<file path="config.mk">
export PLATFORM = sky130hd
export DESIGN_NAME = dq_shift_reg
export DESIGN_NICKNAME = d
export VERILOG_FILES = /design/src/rtl/dq_shift_reg.sv
export SDC_FILE = /design/constraint.sdc
export NUM_CORES = 1
export LEC_CHECK = 0
export CAP_MARGIN = 20
export CORE_MARGIN = 4
export CORE_UTILIZATION = 40
export DETAILED_ROUTE_END_ITERATION = 6
export PLACE_DENSITY = 0.66
export SETUP_SLACK_MARGIN = 0.1
export SYNTH_ARGS = -nofsm -noshare
export SYNTH_HDL_FRONTEND = slang
export SYNTH_SLANG_ARGS = --single-unit
</file>
<file path="constraint.sdc">
create_clock -name clk -period 3.45 [get_ports clk]
set_input_delay 0.69 -clock clk [delete_from_list [all_inputs] [get_ports clk]]
set_output_delay 0.69 -clock clk [all_outputs]
set_load 0.02 [all_outputs]
</file>
<file path="src/rtl/dq_shift_reg.sv">
// dq_shift_reg: WIDTH-bit register with enable, mode-selected
// load/shift/rotate/count ops and an LSB-first serial-capture FSM.
//
// Ports:
//   clk    rising-edge clock
//   rst_n  async active-low reset
//   en     op enable (Q holds when 0; FSM DONE still retires)
//   mode   op select, sampled when en=1 in IDLE
//   D      parallel load data
//   si     serial input bit
//   Q      register contents
//   so     serial out: Q[MSB] after left ops, Q[0] otherwise
//   busy   serial capture in progress
//   done   one-cycle pulse ending a capture
//   par    (PARITY_EN only) XOR-reduce of Q
//
// Build option: define PARITY_EN to add the registered par output.

module dq_shift_reg #(
  parameter int unsigned      WIDTH     = 4,
  parameter logic [WIDTH-1:0] RESET_VAL = '0
) (
  input  logic             clk,
  input  logic             rst_n,
  input  logic             en,
  input  logic [2:0]       mode,
  input  logic [WIDTH-1:0] D,
  input  logic             si,
  output logic [WIDTH-1:0] Q,
  output logic             so,
  output logic             busy,
  output logic             done
`ifdef PARITY_EN
  ,
  output logic             par
`endif
);

  localparam int unsigned CW =
    (WIDTH > 2) ? $clog2(WIDTH) : 1;

  localparam logic [CW-1:0] LAST =
    CW'(WIDTH - 1);

  typedef enum logic [2:0] {
    M_HOLD  = 3'b000,
    M_LOAD  = 3'b001,
    M_SHL   = 3'b010,
    M_SHR   = 3'b011,
    M_ROL   = 3'b100,
    M_ROR   = 3'b101,
    M_CNT   = 3'b110,
    M_START = 3'b111
  } mode_e;

  typedef enum logic [1:0] {
    S_IDLE    = 2'b00,
    S_CAPTURE = 2'b01,
    S_DONE    = 2'b10
  } state_e;

  state_e            state_q;
  state_e            state_d;
  logic [WIDTH-1:0]  q_q;
  logic [WIDTH-1:0]  q_d;
  logic [CW-1:0]     cnt_q;
  logic [CW-1:0]     cnt_d;
  logic              dir_q;
  logic              dir_d;
  logic              busy_q;
  logic              busy_d;
  logic              done_q;
  logic              done_d;

  mode_e             mode_s;

  logic [WIDTH-1:0]  shl_v;
  logic [WIDTH-1:0]  shr_v;
  logic [WIDTH-1:0]  rol_v;
  logic [WIDTH-1:0]  ror_v;
  logic [WIDTH-1:0]  inc_v;

  assign mode_s = mode_e'(mode);

  // Candidate results of every datapath op.
  assign shl_v = {q_q[WIDTH-2:0], si};
  assign shr_v = {si, q_q[WIDTH-1:1]};
  assign rol_v = {q_q[WIDTH-2:0],
                  q_q[WIDTH-1]};
  assign ror_v = {q_q[0],
                  q_q[WIDTH-1:1]};
  assign inc_v = q_q + WIDTH'(1);

  // Idle-mode operation decode.
  logic [WIDTH-1:0]  op_q;
  logic              op_dir;
  logic              op_start;

  always_comb begin
    op_q     = q_q;
    op_dir   = dir_q;
    op_start = 1'b0;
    unique case (mode_s)
      M_HOLD: begin
        op_q = q_q;
      end
      M_LOAD: begin
        op_q = D;
      end
      M_SHL: begin
        op_q   = shl_v;
        op_dir = 1'b1;
      end
      M_SHR: begin
        op_q   = shr_v;
        op_dir = 1'b0;
      end
      M_ROL: begin
        op_q   = rol_v;
        op_dir = 1'b1;
      end
      M_ROR: begin
        op_q   = ror_v;
        op_dir = 1'b0;
      end
      M_CNT: begin
        op_q = inc_v;
      end
      M_START: begin
        op_start = 1'b1;
      end
    endcase
  end

  // Next-state and datapath control.
  always_comb begin
    state_d = state_q;
    q_d     = q_q;
    cnt_d   = cnt_q;
    dir_d   = dir_q;
    unique case (state_q)
      S_IDLE: begin
        if (en) begin
          q_d   = op_q;
          dir_d = op_dir;
          if (op_start) begin
            // Start edge only arms the
            // capture; no shift here.
            state_d = S_CAPTURE;
            cnt_d   = '0;
          end
        end
      end
      S_CAPTURE: begin
        if (en) begin
          q_d   = shr_v;
          dir_d = 1'b0;
          if (cnt_q == LAST) begin
            state_d = S_DONE;
            cnt_d   = '0;
          end else begin
            cnt_d = cnt_q + CW'(1);
          end
        end
      end
      S_DONE: begin
        state_d = S_IDLE;
      end
      default: begin
        state_d = S_IDLE;
        cnt_d   = '0;
      end
    endcase
  end

  assign busy_d = (state_d == S_CAPTURE);
  assign done_d = (state_d == S_DONE);

  always_ff @(posedge clk or negedge rst_n) begin
    if (!rst_n) begin
      state_q <= S_IDLE;
      q_q     <= RESET_VAL;
      cnt_q   <= '0;
      dir_q   <= 1'b0;
      busy_q  <= 1'b0;
      done_q  <= 1'b0;
    end else begin
      state_q <= state_d;
      q_q     <= q_d;
      cnt_q   <= cnt_d;
      dir_q   <= dir_d;
      busy_q  <= busy_d;
      done_q  <= done_d;
    end
  end

`ifdef PARITY_EN
  logic par_q;

  // Parity of the value being written,
  // so par tracks the current Q.
  always_ff @(posedge clk or negedge rst_n) begin
    if (!rst_n) begin
      par_q <= ^RESET_VAL;
    end else begin
      par_q <= ^q_d;
    end
  end

  assign par = par_q;
`endif

  assign Q    = q_q;
  assign busy = busy_q;
  assign done = done_q;

  // dir_q: 1 = last op moved left.
  assign so = dir_q ? q_q[WIDTH-1]
                    : q_q[0];

endmodule

</file>
==> metrics.yaml, run 1 <==
fin_worst_skew_ps: 2.63
grt_pass1_vias: 646
hold_path_class: "flop to flop"
drive_gt1_share_pct: 6.54
area_delta_synth_final_pct: 23.5
die_w_um: 53.1
cp.buffers_inverters: 1
layout_worst_path_cycle_share_pct: 67.9
final_common_cell: "clkdlybuf4s50_1"
syn_inst: 93
critical_path.max_stage_delay_ps: 850
cpLargestDelayFamily: "buffers and inverters"
wirelength_mm: 1.71
antenna_found_initial: 0
multi_input_area_um2: 492
wl_per_cell_um: 12.7
first_pass_iters: 4
clkSinkCount: 11
cp_max_fo: 18
status: "complete, no violations"
area.sequential_um2: 275
avgViaCountPerCell: 5.41
slew_headroom_pct: 59.8
vias: 725
cp-start-kind: "input port"
cp_slowest_cell: "clkdlybuf4s50_1"
leakage_nw: 0.413
antennaDiodeCount: 0
rsz0062_at_grt: "false"
die_area_um2: 2820
yosysWarnings: 0
crit_chain: "clkdlybuf4s50_1, nand3_1, o211ai_4, mux2i_1, a21oi_1"
required_ps: 3590
yosysSeqAreaShare_pct: 33.8
clk_pin_slew_ps: 70
setup_viol_count_final: 0
fin_crit_ps: 2340
fin_tns_setup_ps: 0
ir_drop_uv: 440
fp.dieH_um: 53.1
start_util_pct: 41.9
cp-end-kind: "flop"
synth_cell_types: 34
slew_violations: 0
port_buffers: 17
drt_iter0_drc: 27
syn_area_um2: 813
numCtsBuffers: 3
max_cap_viol_count: 0
coreArea_um2: 1940
avgSynthCellArea_um2: 8.74
netlist.area_leader.share_pct: 33.8
synth.area.top_cells: "dfrtp_1 34%, nor2_1 6.9%, mux2i_1 6.2%"
grt_max_degree: 19
worstSetupPathType: "input port to flop"
powerDensity_nw_per_um2: 717
fp-row-count: 16
finalPower_mw: 0.721
h-tree-depth: 1
grt_pass1_wl_mm: 2.93
worst_slew_pin_slew_ps: 602
drc: 0
gp_congestion: 0.799
io-pin-count: 18
clockBufferDepth: 2
final_cell_mix: "17 x clkdlybuf4s50_1, 15 x nor2_1, 11 x dfrtp_1, 8 x nand2_1, 5 x mux2i_1"
cts_tree: "yes"
nFillCells: 209
hold_ws_ps: 502
grt_use_total_pct: 14.2
cp.arrival_ps: 2480
synth_nets: 106
antenna_left: 0
post_cts_buffers: 0
cts_resized: 0
dp_hpwl_mm: 1.30
synth-seq-cells: 11
grt-ovfl-total: 0
yosys.area.top_type: "dfrtp_1"
num-nets-final: 121
cts_hold_buf: 0
final-hold-violation-count: 0
max_freq_mhz: 427
clk_latency_ps: 270
cts_root_buf: "clkbuf_4"
## layer usage
| metal | part of all wire, % | track usage [%] |
|---|---|---|
| met1 | 49 | 20.2 |
| met2 | 46 | 20.0 |
| met3 | 4.8 | 5.07 |
| met4 | 0.70 | 3.83 |
| met5 | 0 | 0 |
## state kept, by name, indices dropped and copies added (netlist names)
register	flops
Q	4
cnt_q	2
state_q	2
busy	1
dir_q	1
done	1
## through the flow
stage | setup slack (ps) | utilization, % | std cells | cell area [µm²]
2_1_floorplan | 1610 | - | 93 | 813
3_3_place_gp | 885 | 50.4 | 130 | 978
3_5_place_dp | 824 | 50.4 | 130 | 978
4_1_cts | 1110 | 51.7 | 134 | 1000
5_1_grt | 1000 | 51.7 | 134 | 1000
6_report | 1110 | 51.7 | 134 | 1000
## cell type report
| type | instances | area share, % |
|---|---|---|
| Tap cell | 27 | 3.36 |
| Timing Repair Buffer | 17 | 16.9 |
| Sequential cell | 11 | 27.4 |
| Clock buffer | 4 | 2.62 |
| Inverter | 2 | 0.747 |
| Multi-Input combinational cell | 73 | 48.9 |
## final timing paths
path,endpoint,startpoint,slack [ps],cells past startpoint
worst min-delay path,cnt_q[1],cnt_q[1],500,1
worst min register to register,cnt_q[1],cnt_q[1],500,1
min in group asynchronous,dir_q,rst_n,750,1
worst max-delay path,Q[3],mode[2],1110,5
worst max register to register,Q[2],Q[0],1720,5
max in group asynchronous,state_q[1],rst_n,2380,1
## power breakdown
part | total [mW] | switching [mW] | leakage (nW) | internal, mW
sequential | 0.269 | 0.0876 | 0.138 | 0.181
clock | 0.0867 | 0.0420 | 0.0150 | 0.0448
combinational | 0.365 | 0.178 | 0.260 | 0.187
## cell usage after synthesis
master	count
a2111oi_0	2
a211oi_1	2
a21bo_2	1
a21oi_1	4
a22o_1	1
a22oi_1	1
a32o_1	3
buf_2	3
buf_6	1
clkbuf_1	2
clkbuf_2	1
dfrtp_1	11
ha_1	2
inv_1	2
mux2_2	1
mux2i_1	5
nand2_1	8
nand2b_1	3
nand3_1	2
nand3b_1	1
nor2_1	15
nor2b_1	4
nor3_1	1
nor3b_1	1
o211ai_1	1
o211ai_4	1
o21ai_0	3
o22ai_1	2
o2bb2ai_1	1
o311a_1	1
o31ai_1	2
o32ai_1	1
or4_4	1
xnor2_1	3
## kinds of logic (layout without fill, tap and decap cells)
logic type / Yosys count / after routing / share of synthesized area [%]
buf+inv: 9 / 23 / 5.69
mux: 6 / 6 / 7.54
fa+ha+maj: 2 / 2 / 3.08
simple gates: 36 / 36 / 21.1
xor+xnor: 3 / 3 / 3.23
flops: 11 / 11 / 33.8
compound gates: 26 / 26 / 25.5
No activity file was read; power rests on OpenSTA's default activity.
==> run 2: changes to the inputs <==
- PLACE_DENSITY: 0.66 -> 0.68
- clock period: 3.45 -> 2.1 ns (I/O delays scaled with it)
==> run 2 against run 1 <==
Clock skew hardly changed. Non-clock buffer count is 9 higher. Clock power is 60% higher. Critical path type is now flop to primary output. Largest cell class unchanged. Highest routed layer unchanged.
==> metrics.yaml, run 2 (synthesis results as in run 1) <==
required_ps: 1680  # was 3590 ps
status: "complete, no violations"  # unchanged
max_freq_mhz: 542
r2r_cells: 5  # unchanged
wirelength_mm: 1.86  # was 1.71 mm
critical_path.max_stage_delay_ps: 660  # was 850 ps
die_area_um2: 2820  # unchanged
vias: 770  # was 725
grt_use_total_pct: 15.5  # was 14.2%
final_common_cell: "clkdlybuf4s50_1"  # unchanged
start_util_pct: 41.9  # unchanged
cp-end-kind: "primary output"  # was flop
rr_startpoint: "Q[1]"  # was Q[0]
grt_pass1_vias: 775  # was 646
area_delta_synth_final_pct: 33.4  # was 23.5%
drc: 0  # unchanged
cts_root_buf: "clkbuf_4"  # unchanged
cp_max_fo: 8  # was 18
cp-start-kind: "flop"  # was input port
antenna_left: 0  # unchanged
crit_path_start: "Q[3]"  # was mode[2]
port_buffers: 17  # unchanged
setup_viol_count_final: 0  # unchanged
worstSetupPathType: "flop to primary output"  # was input port to flop
worst_slew_pin_slew_ps: 507  # was 602 ps
io-pin-count: 18  # unchanged
num-nets-final: 130  # was 121
antennaDiodeCount: 0  # unchanged
fin_crit_ps: 1840
antenna_found_initial: 0  # unchanged
cts_tree: "yes"  # unchanged
clkSinkCount: 11  # unchanged
drive_gt1_share_pct: 14.7  # was 6.54%
met3_usage_pct: 3.10  # was 5.07%
cp.arrival_ps: 1420  # was 2480 ps
avgViaCountPerCell: 5.38  # was 5.41
ir_drop_uv: 672  # was 440 µV
slew_violations: 0  # unchanged
nFillCells: 195  # was 209
reg2reg_to: "Q[2]"  # unchanged
rsz0062_at_grt: "false"  # unchanged
leakage_nw: 0.462  # was 0.413 nW
die_w_um: 53.1  # unchanged
fp-row-count: 16  # unchanged
largest_reg_flops: 4  # unchanged
final-hold-violation-count: 0  # unchanged
h-tree-depth: 1  # unchanged
cp_slowest_cell: "clkdlybuf4s50_1"  # unchanged
layout_worst_path_cycle_share_pct: 87.8
grt-ovfl-total: 0  # unchanged
final_cell_mix: "16 x clkdlybuf4s50_1, 15 x nor2_1, 10 x dfrtp_1, 8 x nand2_1, 8 x buf_4"  # was 17 x clkdlybuf4s50_1, 15 x nor2_1, 11 x dfrtp_1, 8 x nand2_1, 5 x mux2i_1
powerDensity_nw_per_um2: 1100  # was 717 nW/µm²
max_cap_viol_count: 0  # unchanged
wl_per_cell_um: 13.0  # was 12.7 µm
numCtsBuffers: 3  # unchanged
drt_iter0_drc: 10  # was 27
slew_headroom_pct: 66.1  # was 59.8%
clk_latency_ps: 260  # was 270 ps
grt_pass1_wl_mm: 3.22  # was 2.93 mm
r2r_setup_slack_ps: 320  # was 1720 ps
clk_pin_slew_ps: 70  # about the same
pre_cts_slack_ps: -32.3  # was 824 ps
grt_util_met1_pct: 19.1  # was 20.2%
finalPower_mw: 1.20  # was 0.721 mW
grt_max_degree: 19  # unchanged
post_cts_buffers: 0  # unchanged
grt_use_met2_pct: 25.0  # was 20.0%
hold_path_class: "input port to async pin"  # was flop to flop
first_pass_iters: 4  # unchanged
cp.buffers_inverters: 1  # unchanged
setup_slack_ps: 256  # was 1110 ps
fin_worst_skew_ps: 2.83  # was 2.63 ps
fp.dieH_um: 53.1  # unchanged
dp_hpwl_mm: 1.45  # was 1.30 mm
coreArea_um2: 1940  # unchanged
clockBufferDepth: 2  # unchanged
hold_ws_ps: 493  # was 502 ps
crit_chain: "clkdlybuf4s50_1"  # was clkdlybuf4s50_1, nand3_1, o211ai_4, mux2i_1, a21oi_1
grt_busiest_layer: "met2"  # was met1
gp_congestion: 0.829  # was 0.799
cpLargestDelayFamily: "buffers and inverters"  # unchanged
## run 2: changes by cell type in the layout (fill, tap and decap cells not counted), sizes merged
cell           delta
buf               +9
dlygate4sd2       +1
clkdlybuf4s50     -1
## run 2: worst max-delay path by stage
stage / cells after the start / to / slack [ps]
floorplan: 5 / Q[2] / 460
global placement: 6 / Q[3] / 30
detailed placement: 6 / Q[2] / -30
CTS: 6 / Q[2] / 240
global route: 6 / Q[2] / 120
finish: 1 / Q[3] / 260
## run 2: repair_timing
item | 4_1_cts | 5_1_grt
setup endpoints to repair | 1 | 0
resized for setup | 2 | 0
hold buffers | 0 | 0
## run 2: cell type report
type                       instances  area (µm²)  area share (%)
multi-input combinational         73         492            45.3
sequential                        11         277            25.5
timing repair buffer              26         249            23.0
tap                               27        33.8            3.11
clock buffer                       4        26.3            2.42
inverter                           2        7.51           0.692
## run 2: per-stage QoR
step	cells	utilization, %	TNS, ps	instance area (µm²)
after CTS	143	55.9	0	1080
after detailed placement	139	54.5	-32.3	1060
after global routing	143	55.9	0	1080
final	143	55.9	0	1080
after global placement	139	54.5	0	1060
after floorplan	93	-	0	813
## run 2: where the power goes
| group | switching [mW] | total [mW] | internal [mW] |
|---|---|---|---|
| sequential | 0.145 | 0.444 | 0.300 |
| clock | 0.0659 | 0.139 | 0.0735 |
| combinational | 0.297 | 0.611 | 0.314 |
## run 2: per-layer routing
| metal | up-vias | wire length (µm) | share of wire, % |
|---|---|---|---|
| met4 | 0 | 36 | 1.9 |
| met2 | 22 | 873 | 47 |
| li1 | 383 | - | - |
| met5 | - | 0 | 0 |
| met3 | 5 | 100 | 5.4 |
| met1 | 360 | 853 | 46 |
